===== config.mk =====
export PLATFORM = sky130hd
export DESIGN_NAME = adc_access_arbiter_flat
export DESIGN_NICKNAME = d
export VERILOG_FILES = /design/src/rtl/adc_access_arbiter_if.sv /design/src/rtl/adc_access_arbiter.sv /design/src/flat_wrapper.sv
export SDC_FILE = /design/constraint.sdc
export NUM_CORES = 1
export LEC_CHECK = 0
export CAP_MARGIN = 20
export CORE_MARGIN = 4
export CORE_UTILIZATION = 30
export CTS_CLUSTER_DIAMETER = 50
export DETAILED_ROUTE_END_ITERATION = 10
export GPL_ROUTABILITY_DRIVEN = 0
export PLACE_DENSITY = 0.47
export SETUP_SLACK_MARGIN = 0.15
export SLEW_MARGIN = 30
export SYNTH_ARGS = -nofsm -noshare
export SYNTH_HDL_FRONTEND = slang
export SYNTH_SLANG_ARGS = --single-unit

===== constraint.sdc =====
create_clock -name clk_i -period 2.2 [get_ports clk_i]
set_input_delay 0.44 -clock clk_i [delete_from_list [all_inputs] [get_ports clk_i]]
set_output_delay 0.44 -clock clk_i [all_outputs]
set_load 0.01 [all_outputs]

===== src/rtl/adc_access_arbiter_if.sv =====
// Signal bundle between the requesters, the arbiter and the ADC reader.
// The arbiter uses the slave modport; the environment drives the master side.
interface adc_access_arbiter_if #(
   parameter int unsigned NREQ = 2
);
   logic [NREQ-1:0] req;
   logic [NREQ-1:0] gnt;
   logic [9:0]      rd_data;
   logic            rd_err;
   logic            busy;
   logic            adc_start;
   logic            adc_ready;
   logic [9:0]      adc_data;

   modport master (
      output req, adc_ready, adc_data,
      input  gnt, rd_data, rd_err, busy, adc_start
   );

   modport slave (
      input  req, adc_ready, adc_data,
      output gnt, rd_data, rd_err, busy, adc_start
   );
endinterface


===== src/rtl/adc_access_arbiter.sv =====
// Round-robin arbiter sharing one ADC reader between NREQ requesters; runs one full
// start/ready-low/ready-high conversion per grant, with a watchdog abort on hung conversions.
module adc_access_arbiter #(
   parameter int unsigned NREQ         = 2,
   parameter int unsigned START_CYCLES = 4,
   parameter int unsigned TIMEOUT      = 4096
) (
   input logic                 clk_i,
   input logic                 reset_ni,
   adc_access_arbiter_if.slave bus_io
);
   localparam int unsigned IdxW = (NREQ > 1) ? $clog2(NREQ) : 1;
   localparam int unsigned CntW = $clog2(TIMEOUT) + 1;

   typedef enum logic [2:0] {StIdle, StStart, StWaitLow, StWaitHigh, StDone} state_e;

   state_e          state_q;
   logic [IdxW-1:0] rr_q;
   logic [IdxW-1:0] owner_q;
   logic [IdxW-1:0] pick;
   logic            found;
   logic [3:0]      start_cnt_q;
   logic [CntW-1:0] wdog_q;
   logic [NREQ-1:0] gnt_q;
   logic [9:0]      rd_data_q;
   logic            rd_err_q;
   logic            busy_q;
   logic            adc_start_q;
   logic            timeout_hit;

   // First requester at or after the round-robin pointer, wrapping at NREQ-1.
   always_comb begin
      int unsigned idx;
      pick  = '0;
      found = 1'b0;
      idx   = 0;
      for (int unsigned i = 0; i < NREQ; i++) begin
         idx = 32'(rr_q) + i;
         if (idx >= NREQ) idx = idx - NREQ;
         if (!found && bus_io.req[IdxW'(idx)]) begin
            found = 1'b1;
            pick  = IdxW'(idx);
         end
      end
   end

   assign timeout_hit = (wdog_q == CntW'(TIMEOUT - 1)) &&
                        (state_q inside {StStart, StWaitLow, StWaitHigh});

   always_ff @(posedge clk_i or negedge reset_ni) begin
      if (!reset_ni) begin
         state_q     <= StIdle;
         rr_q        <= '0;
         owner_q     <= '0;
         start_cnt_q <= '0;
         wdog_q      <= '0;
         gnt_q       <= '0;
         rd_data_q   <= '0;
         rd_err_q    <= 1'b0;
         busy_q      <= 1'b0;
         adc_start_q <= 1'b0;
      end else begin
         gnt_q <= '0;
         if (state_q != StIdle) wdog_q <= wdog_q + CntW'(1);
         if (timeout_hit) begin
            adc_start_q    <= 1'b0;
            rd_data_q      <= '0;
            rd_err_q       <= 1'b1;
            gnt_q[owner_q] <= 1'b1;
            state_q        <= StDone;
         end else begin
            unique case (state_q)
               StIdle: begin
                  if (bus_io.adc_ready && found) begin
                     owner_q     <= pick;
                     wdog_q      <= '0;
                     start_cnt_q <= '0;
                     adc_start_q <= 1'b1;
                     busy_q      <= 1'b1;
                     state_q     <= StStart;
                  end
               end
               StStart: begin
                  if (start_cnt_q == 4'(START_CYCLES - 1)) begin
                     adc_start_q <= 1'b0;
                     // Reader may already have dropped ready during the start pulse.
                     state_q     <= bus_io.adc_ready ? StWaitLow : StWaitHigh;
                  end else begin
                     start_cnt_q <= start_cnt_q + 4'd1;
                  end
               end
               StWaitLow: begin
                  if (!bus_io.adc_ready) state_q <= StWaitHigh;
               end
               StWaitHigh: begin
                  if (bus_io.adc_ready) begin
                     rd_data_q      <= bus_io.adc_data;
                     rd_err_q       <= 1'b0;
                     gnt_q[owner_q] <= 1'b1;
                     state_q        <= StDone;
                  end
               end
               StDone: begin
                  rr_q    <= (owner_q == IdxW'(NREQ - 1)) ? '0 : owner_q + IdxW'(1);
                  busy_q  <= 1'b0;
                  state_q <= StIdle;
               end
               default: state_q <= StIdle;
            endcase
         end
      end
   end

   assign bus_io.gnt       = gnt_q;
   assign bus_io.rd_data   = rd_data_q;
   assign bus_io.rd_err    = rd_err_q;
   assign bus_io.busy      = busy_q;
   assign bus_io.adc_start = adc_start_q;

endmodule

===== src/flat_wrapper.sv =====
// flat-port wrapper written by rule: the top's interface ports become plain ports
module adc_access_arbiter_flat 
#(
   parameter int unsigned NREQ         = 2,
   parameter int unsigned START_CYCLES = 4,
   parameter int unsigned TIMEOUT      = 4096
)
  (clk_i, reset_ni, bus_io_req, bus_io_adc_ready, bus_io_adc_data, bus_io_gnt, bus_io_rd_data, bus_io_rd_err, bus_io_busy, bus_io_adc_start);
  adc_access_arbiter_if #(.NREQ(NREQ)) bus_io_i ();
  input logic clk_i;
  input logic reset_ni;
  input wire logic [$bits(bus_io_i.req)-1:0] bus_io_req;
  input wire logic [$bits(bus_io_i.adc_ready)-1:0] bus_io_adc_ready;
  input wire logic [$bits(bus_io_i.adc_data)-1:0] bus_io_adc_data;
  output wire logic [$bits(bus_io_i.gnt)-1:0] bus_io_gnt;
  output wire logic [$bits(bus_io_i.rd_data)-1:0] bus_io_rd_data;
  output wire logic [$bits(bus_io_i.rd_err)-1:0] bus_io_rd_err;
  output wire logic [$bits(bus_io_i.busy)-1:0] bus_io_busy;
  output wire logic [$bits(bus_io_i.adc_start)-1:0] bus_io_adc_start;
  assign bus_io_i.req = bus_io_req;
  assign bus_io_i.adc_ready = bus_io_adc_ready;
  assign bus_io_i.adc_data = bus_io_adc_data;
  assign bus_io_gnt = bus_io_i.gnt;
  assign bus_io_rd_data = bus_io_i.rd_data;
  assign bus_io_rd_err = bus_io_i.rd_err;
  assign bus_io_busy = bus_io_i.busy;
  assign bus_io_adc_start = bus_io_i.adc_start;
  adc_access_arbiter #(.NREQ(NREQ), .START_CYCLES(START_CYCLES), .TIMEOUT(TIMEOUT)) u_core (.clk_i(clk_i), .reset_ni(reset_ni), .bus_io(bus_io_i));
endmodule

# Yosys cells after proc, flatten, opt, wreduce, memory -nomap -nowiden
# Cells that the tools add are included.
# op_classes
n_lt_le_gt_ge	6
n_eq_ne	12
n_addsub	6
bitwise_logic	1
n_reduce_logical	20
n_mux	41
# ops
operator	count
13-bit two-way mux	4
10-bit two-way mux	3
1-bit two-way mux	19
3-bit two-way mux	5
13-bit by 1-bit adder with 13-bit output (second input constant)	1
13-bit by 12-bit == test with 1-bit output (second input constant)	1
3-bit case mux with 4 select lines	1
3-bit by 2-bit != test with 1-bit output (second input constant)	3
3-bit AND reduction	3
3-bit nonzero test	3
4-bit two-way mux	2
4-bit case mux with 2 select lines	1
4-bit AND reduction	2
2-bit nonzero test	4
3-bit by 2-bit == test with 1-bit output (second input constant)	2
1-bit by 2-bit less-than comparator with 1-bit output (second input constant)	3
2-bit two-way mux	3
4-bit by 1-bit adder with 4-bit output (second input constant)	1
4-bit by 2-bit == test with 1-bit output (second input constant)	1
1-bit logical AND	4
1-bit case mux with 2 select lines	2
2-bit AND reduction	2
3-bit by 1-bit == test with 1-bit output (second input constant)	1
3-bit == test (second input constant)	1
other kinds (13)	14
# totals
elab_cells	96
input_bits	15
regBits	37

# Depth between registers and ports, before layout
# Gate-level depths: netlist (run 1).
# depth
ltp_word	12
depth_mapped	7
mapped_depth_nobuf	6

# Worst setup path before layout (run 1)
# No wires, ideal clock.
# synth_timing
kind	register -> register
start	register u_core.wdog_q[0]
end	register u_core.adc_start_q (netlist: u_core.bus_io.adc_start)
stages_incl_launch_ff	7
path_slack_ns	0.447
setup_ns	0.121
arrival_ns	1.632
period_less_slack_ns	1.753
cell_sequence	dfrtp_1 ha_1 nand3_1 or4_4 nor2_2 buf_2 nor2_1
# synth_via
elab_chain_cells	4
word_cells_on_any_way	7
classes_between	eq/ne: 3; mux: 1; reduce/logical: 3
# synth_rtl
element	line	source
start, declared	adc_access_arbiter.sv:23	logic [CntW-1:0] wdog_q;
start signal, assigned	adc_access_arbiter.sv:64	if (state_q != StIdle) wdog_q <= wdog_q + CntW'(1);
13-bit by 12-bit == test with 1-bit output *	adc_access_arbiter.sv:47	assign timeout_hit = (wdog_q == CntW'(TIMEOUT - 1)) &&
1-bit logical AND *	adc_access_arbiter.sv:47	
3-bit by 2-bit != test with 1-bit output (no line), or another cell as far along	-	
3-bit AND reduction (no line)	-	
end signal, assigned	adc_access_arbiter.sv:61	adc_start_q <= 1'b0;
end signal, assigned	adc_access_arbiter.sv:66	adc_start_q <= 1'b0;
end signal, assigned	adc_access_arbiter.sv:78	adc_start_q <= 1'b1;
end, declared	adc_access_arbiter.sv:28	logic adc_start_q;
# Mark *: on every way between the ends. The rest lies on a longest branch, timed or not.
# A chain may end at the register's enable or synchronous reset.

# Worst setup path in the final report (run 1)
# layout_timing
start	register u_core.wdog_q[0]
end	register u_core.start_cnt_q[1]
# layout_via
elab_chain_cells	4
# layout_rtl
element	line	source
13-bit by 12-bit == test with 1-bit output	adc_access_arbiter.sv:47	
1-bit logical AND	adc_access_arbiter.sv:47	
1-bit NOT (no line)	-	
4-bit AND reduction (no line)	-	
end signal, assigned	adc_access_arbiter.sv:89	start_cnt_q <= start_cnt_q + 4'd1;
end, declared	adc_access_arbiter.sv:22	logic [3:0] start_cnt_q;
# No other way between the ends.

==> results_dict.tcl, run 1 <==
set metrics [dict create \
    synth.lib_cells_used.distinct 39 \
    total_i_o_pin_count 30 \
    layout-drive-gt1-share_pct 9.80 \
    crit_required_ps 2360 \
    final.setup_skew_ps 4.98 \
    synth.ff_latch_count 37 \
    drtAntennaViolNets 0 \
    final.min_clock_period_ps 1930 \
    crit_start "u_core.wdog_q[0]" \
    globalRouteTotalUtil_pct 11.8 \
    grt_overflow 0 \
    post_cts_buffers 0 \
    final.period_utilization_pct 87.9 \
    drt-wirelength-per-cell_um 13.4 \
    rsz0062_at_grt "no" \
    timing_worst_setup_path_type "reg2reg" \
    synthArstFlopShare_pct 100 \
    drt_first_iter_violations 39 \
    crit-reg2reg-launch "u_core.wdog_q[0]" \
    cts_htree_levels 2 \
    number_of_antenna_violations_at_the_first_check_in_global_routing 0 \
    post_synth_instance_area_um2 1700 \
    placement_rows 27 \
    timing_max_transition_violations_final 0 \
    die_width_um 83.3 \
    hold_class "in2async" \
    clock_tree_from_tritoncts "yes" \
    netlist_instances 168 \
    max-cap-violations 0 \
    max_freq_mhz 517 \
    critical_path.endpoint_type "flop" \
    tns_ps 0 \
    cts_num_sinks 37 \
    postCtsHoldBufs 0 \
    drc 0 \
    buffer_ports.inserted 29 \
    die-height_um 83.3 \
    static-leakage-power_nw 0.980 \
    cts_inserted_buffers 5 \
    vdd.ir_drop.worst_mv 0.628 \
    clkSlewWorstSetupHoldPaths_ps 70 \
    crit_path_start_kind "flop" \
    area.growth.synth_to_final_pct 27.0 \
    postRouteWirelength_mm 3.70 \
    status "completed" \
    clkLatencyLatePin_ps 280 \
    post-dp-hpwl_mm 2.73 \
    avgSynthCellArea_um2 10.1 \
    vias_in_the_first_global_route 1453 \
    setup_viol 0 \
    cellPowerDensity_nw_per_um2 1230 \
    nets 220 \
    timing.max_slew.rel_slack_pct 44.0 \
    dieArea_um2 6950 \
    grt_pass1_wl_mm 6.73 \
    diode_insertion_count_for_antenna_repair 0 \
    fillCellCount 558 \
    starting_utilization_of_the_core_area_pct 30.9 \
    dr.pass1.iters 4 \
    vias_per_cell 4.85 \
    synth_sequential_area_ratio_pct 54.4 \
    timing_hold_violations_final 0 \
    core-area_um2 5510 \
    synthesis.nets 185 \
    synth_enable_flop_cells 0 \
    path_max_fanout 6 \
    postCtsResizedCells 0 \
    clk_path_buf_depth 2 \
    synth.area.top_cells "dfrtp_1, mux2i_1, nor2_1" \
    fin_worst_hold_slack_ps 246 \
    grt_start_max_net_pins 38 \
    worst_pin_slew_ps 839 \
    clockRootBuffer "clkbuf_8" \
    critical_path_arrival_ps 2100 \
    yosys_warnings 0 \
    detailroute.via_count 1338 \
    post-synth-top-area-cell "dfrtp_1" \
    most_used_dff_post_synth "dfrtp_1" \
    yosys.area.top_type_share_pct 54.4 \
]
## metrics by stage
step / util, % / instances / total power, mW / worst slack [ps] / instance area, um^2
final: 39.3 / 276 / 2.65 / 265 / 2160
after global routing: 39.3 / 276 / 2.88 / 182 / 2160
after CTS: 39.3 / 276 / 2.69 / 277 / 2160
after detailed placement: 37.8 / 268 / 2.22 / 172 / 2080
after global placement: 37.8 / 268 / 2.20 / 222 / 2080
after floorplan: - / 168 / 1.76 / 447 / 1700
## flip-flops by register name (all words and copies together) (netlist names)
name / count
u_core.wdog_q: 13
u_core.bus_io.rd_data: 10
u_core.start_cnt_q: 4
u_core.state_q: 3
u_core.bus_io.gnt: 2
u_core.bus_io.adc_start: 1
u_core.bus_io.busy: 1
u_core.bus_io.rd_err: 1
u_core.owner_q: 1
u_core.rr_q: 1
## where the power goes
group	total (mW)	internal, mW	switching (mW)	leakage [nW]
registers	1.14	0.927	0.212	0.470
logic	1.06	0.537	0.521	0.465
clock network	0.454	0.220	0.235	0.0450
total	2.65	1.68	0.968	0.980
## placed cells by master (no fill, tap or decap), drive strengths merged, types with 5 or more instances in the layout
cell / netlist / final
clkbuf: 2 / 6
nor2: 23 / 23
o21ai: 17 / 17
buf: 3 / 5
clkdlybuf4s50: 0 / 28
nand3: 11 / 11
a21oi: 8 / 8
mux2i: 14 / 14
dfrtp: 37 / 37
nand2: 20 / 20
## layout make-up
class | instances | area, um^2 | area share (%)
inverters | 3 | 11.3 | 0.521
repair buffers | 33 | 315 | 14.6
well taps | 72 | 90.1 | 4.17
multi-input cells | 123 | 737 | 34.1
flip-flops and latches | 37 | 926 | 42.8
clock buffers | 6 | 72.6 | 3.36
clock inverters | 2 | 10.0 | 0.463
## path summary, 6_finish.rpt
path / end / slack [ps] / depth (start not counted)
max: u_core.start_cnt_q[1] / 270 / 6
min: u_core.wdog_q[8] / 250 / 1
max reg2reg: u_core.start_cnt_q[1] / 270 / 6
min reg2reg: u_core.bus_io.rd_err / 480 / 2
max in group asynchronous: u_core.state_q[1] / 1420 / 1
min in group clk_i: u_core.bus_io.rd_err / 480 / 2
## metal layers
metal	global-route usage, %	vias up	share of wire (%)
met2	19.8	34	48
li1	-	659	-
met4	4.46	0	1.3
met3	3.37	6	4.9
met5	0	-	0
met1	14.3	639	45
## cell usage after synthesis (all sizes together) (3+ instances only)
cell / instances
a21oi: 8
buf: 3
dfrtp: 37
inv: 3
mux2i: 14
nand2: 20
nand3: 11
nor2: 23
o21ai: 17
or4: 3
## critical path: stages, from the launching register on
cell	delay, ps
dfrtp_1	430
ha_1	220
nand3_1	150
or4_4	550
o21ai_2	220
mux2i_1	210
nor2_1	50
## cells by family after synthesis
logic type	synth area share, %
AO/OA/AOI/OAI	12.6
multiplexers	8.89
buffers and inverters	2.35
XOR/XNOR	0.514
AND/OR/NAND/NOR	19.8
flip-flops	54.4
adder cells (fa/ha/maj)	1.47
(Power assumes the default switching activity.)
==> inputs of run 2 (changes only) <==
--- a/config.mk
+++ b/config.mk
@@ -5,7 +5,6 @@
 export SDC_FILE = /design/constraint.sdc
 export NUM_CORES = 1
 export LEC_CHECK = 0
-export CAP_MARGIN = 20
 export CORE_MARGIN = 4
 export CORE_UTILIZATION = 30
 export CTS_CLUSTER_DIAMETER = 50
==> constraint.sdc (replaced) <==
create_clock -name clk_i -period 1.9 [get_ports clk_i]
set_input_delay 0.38 -clock clk_i [delete_from_list [all_inputs] [get_ports clk_i]]
set_output_delay 0.38 -clock clk_i [all_outputs]
set_load 0.01 [all_outputs]
==> results_dict.tcl, run 2 (synthesized netlist as in run 1, its figures left out) <==
set metrics [dict create \
    status "completed" \
    cellPowerDensity_nw_per_um2 1440 \
    final_critical_path_setup_slack_ps 137 \
    timing.max_slew.rel_slack_pct 68.0 \
    max-cap-violations 0 \
    critical-path-top-delay-family "simple AND/OR/NAND/NOR gates" \
    worst_pin_slew_ps 480 \
    ff2ff_setup_slack_ps 140 \
    dpl-instance-area_um2 2160 \
    dieArea_um2 6950 \
    drc 0 \
    grt_overflow 0 \
    critical_path_arrival_ps 1940 \
    timing_hold_violations_final 0 \
    critical_path.endpoint_type "flop" \
    clkLatencyLatePin_ps 280 \
    clkSlewWorstSetupHoldPaths_ps 70 \
    final.setup_skew_ps 7.20 \
    drt_first_iter_violations 77 \
    tns_ps 0 \
    hold_class "in2async" \
    instances_no_fill 289 \
    dp_cells 279 \
    cts_num_sinks 37 \
    drt-wirelength-per-cell_um 14.1 \
    static-leakage-power_nw 1.06 \
    nets 233 \
    rsz0062_at_grt "yes" \
    total_i_o_pin_count 30 \
    setup_viol 0 \
    drtAntennaViolNets 0 \
    most_flops_register "u_core.wdog_q" \
    clock_tree_from_tritoncts "yes" \
    most-common-layout-cells "dfrtp_1, clkdlybuf4s50_1, nand2_1" \
    grt_pass1_wl_mm 7.08 \
    vdd.ir_drop.worst_mv 0.492 \
    dr.pass1.iters 4 \
    final.period_utilization_pct 92.8 \
    crit_path_start_kind "flop" \
    starting_utilization_of_the_core_area_pct 30.9 \
    placement_rows 27 \
    cts_htree_levels 2 \
    fin_util_pct 42.9 \
    clockRootBuffer "clkbuf_8" \
    vias_in_the_first_global_route 1579 \
    critical_path.cell_chain "ha_4 > nand3_4 > or4_4 > o21ai_4 > mux2i_1 > nor2_1" \
    globalRouteTotalUtil_pct 12.6 \
    core-area_um2 5510 \
    buffer_ports.inserted 29 \
    area.growth.synth_to_final_pct 38.7 \
    die-height_um 83.3 \
    final.min_clock_period_ps 1760 \
    report.power.total_mw 3.41 \
    cts_inserted_buffers 5 \
    crit_required_ps 2080 \
    max_freq_mhz 567 \
    path_max_fanout 4 \
    final_area_um2 2360 \
    postCtsHoldBufs 0 \
    critPathBufInv 0 \
    die_width_um 83.3 \
    grt_start_max_net_pins 38 \
    dpl_worst_slack_ps 48.6 \
    number_of_antenna_violations_at_the_first_check_in_global_routing 0 \
    detailroute.via_count 1417 \
    timing_worst_setup_path_type "reg2reg" \
    fin_worst_hold_slack_ps 133 \
    postRouteWirelength_mm 4.08 \
    most_common_cell_after_layout_fill_and_taps_aside "dfrtp_1" \
    clk_path_buf_depth 2 \
    diode_insertion_count_for_antenna_repair 0 \
    post-dp-hpwl_mm 2.94 \
    largest_reg_flops 13 \
    layout-drive-gt1-share_pct 20.3 \
    timing.critical_path.slowest_stage_cell "or4_4" \
    timing_max_transition_violations_final 0 \
    vias_per_cell 4.90 \
    critPathMaxStageDelay_ps 560 \
]
==> run 2: worst paths after layout <==
kind                             startpoint                     to  depth (start not counted)
max                        u_core.wdog_q[0]  u_core.start_cnt_q[1]                          6
min                                reset_ni       u_core.wdog_q[9]                          2
max reg2reg                u_core.wdog_q[0]  u_core.start_cnt_q[1]                          6
min reg2reg                     u_core.rr_q            u_core.rr_q                          2
max in group asynchronous          reset_ni      u_core.state_q[2]                          2
min in group clk_i              u_core.rr_q            u_core.rr_q                          2
==> run 2: area by class of cell <==
class                      count  area, um^2
tap                           72        90.1
multi-input combinational    123         826
clock inverter                 1        7.51
timing repair buffer          46         424
sequential                    37         927
clock buffer                   7        76.3
fill                         534        3140
inverter                       3        11.3
==> run 2: layer usage <==
| metal | vias to the layer above | part of all wire [%] | track usage [%] |
|---|---|---|---|
| met3 | 2 | 4.3 | 3.87 |
| met1 | 698 | 42 | 14.4 |
| li1 | 684 | - | - |
| met2 | 33 | 53 | 22.5 |
| met5 | - | 0 | 0 |
| met4 | 0 | 0.34 | 3.42 |
==> run 2: where the power goes <==
part	total (mW)	internal, mW	switching, mW
registers	1.31	1.07	0.241
clock network	0.535	0.260	0.276
logic	1.56	0.833	0.730
==> run 2: repair_timing <==
action                                  in CTS  in global routing
endpoints found under the setup margin       3                 19
buffers inserted                             0                  2
pin swaps                                    0                  6
gates resized for setup                      4                 19
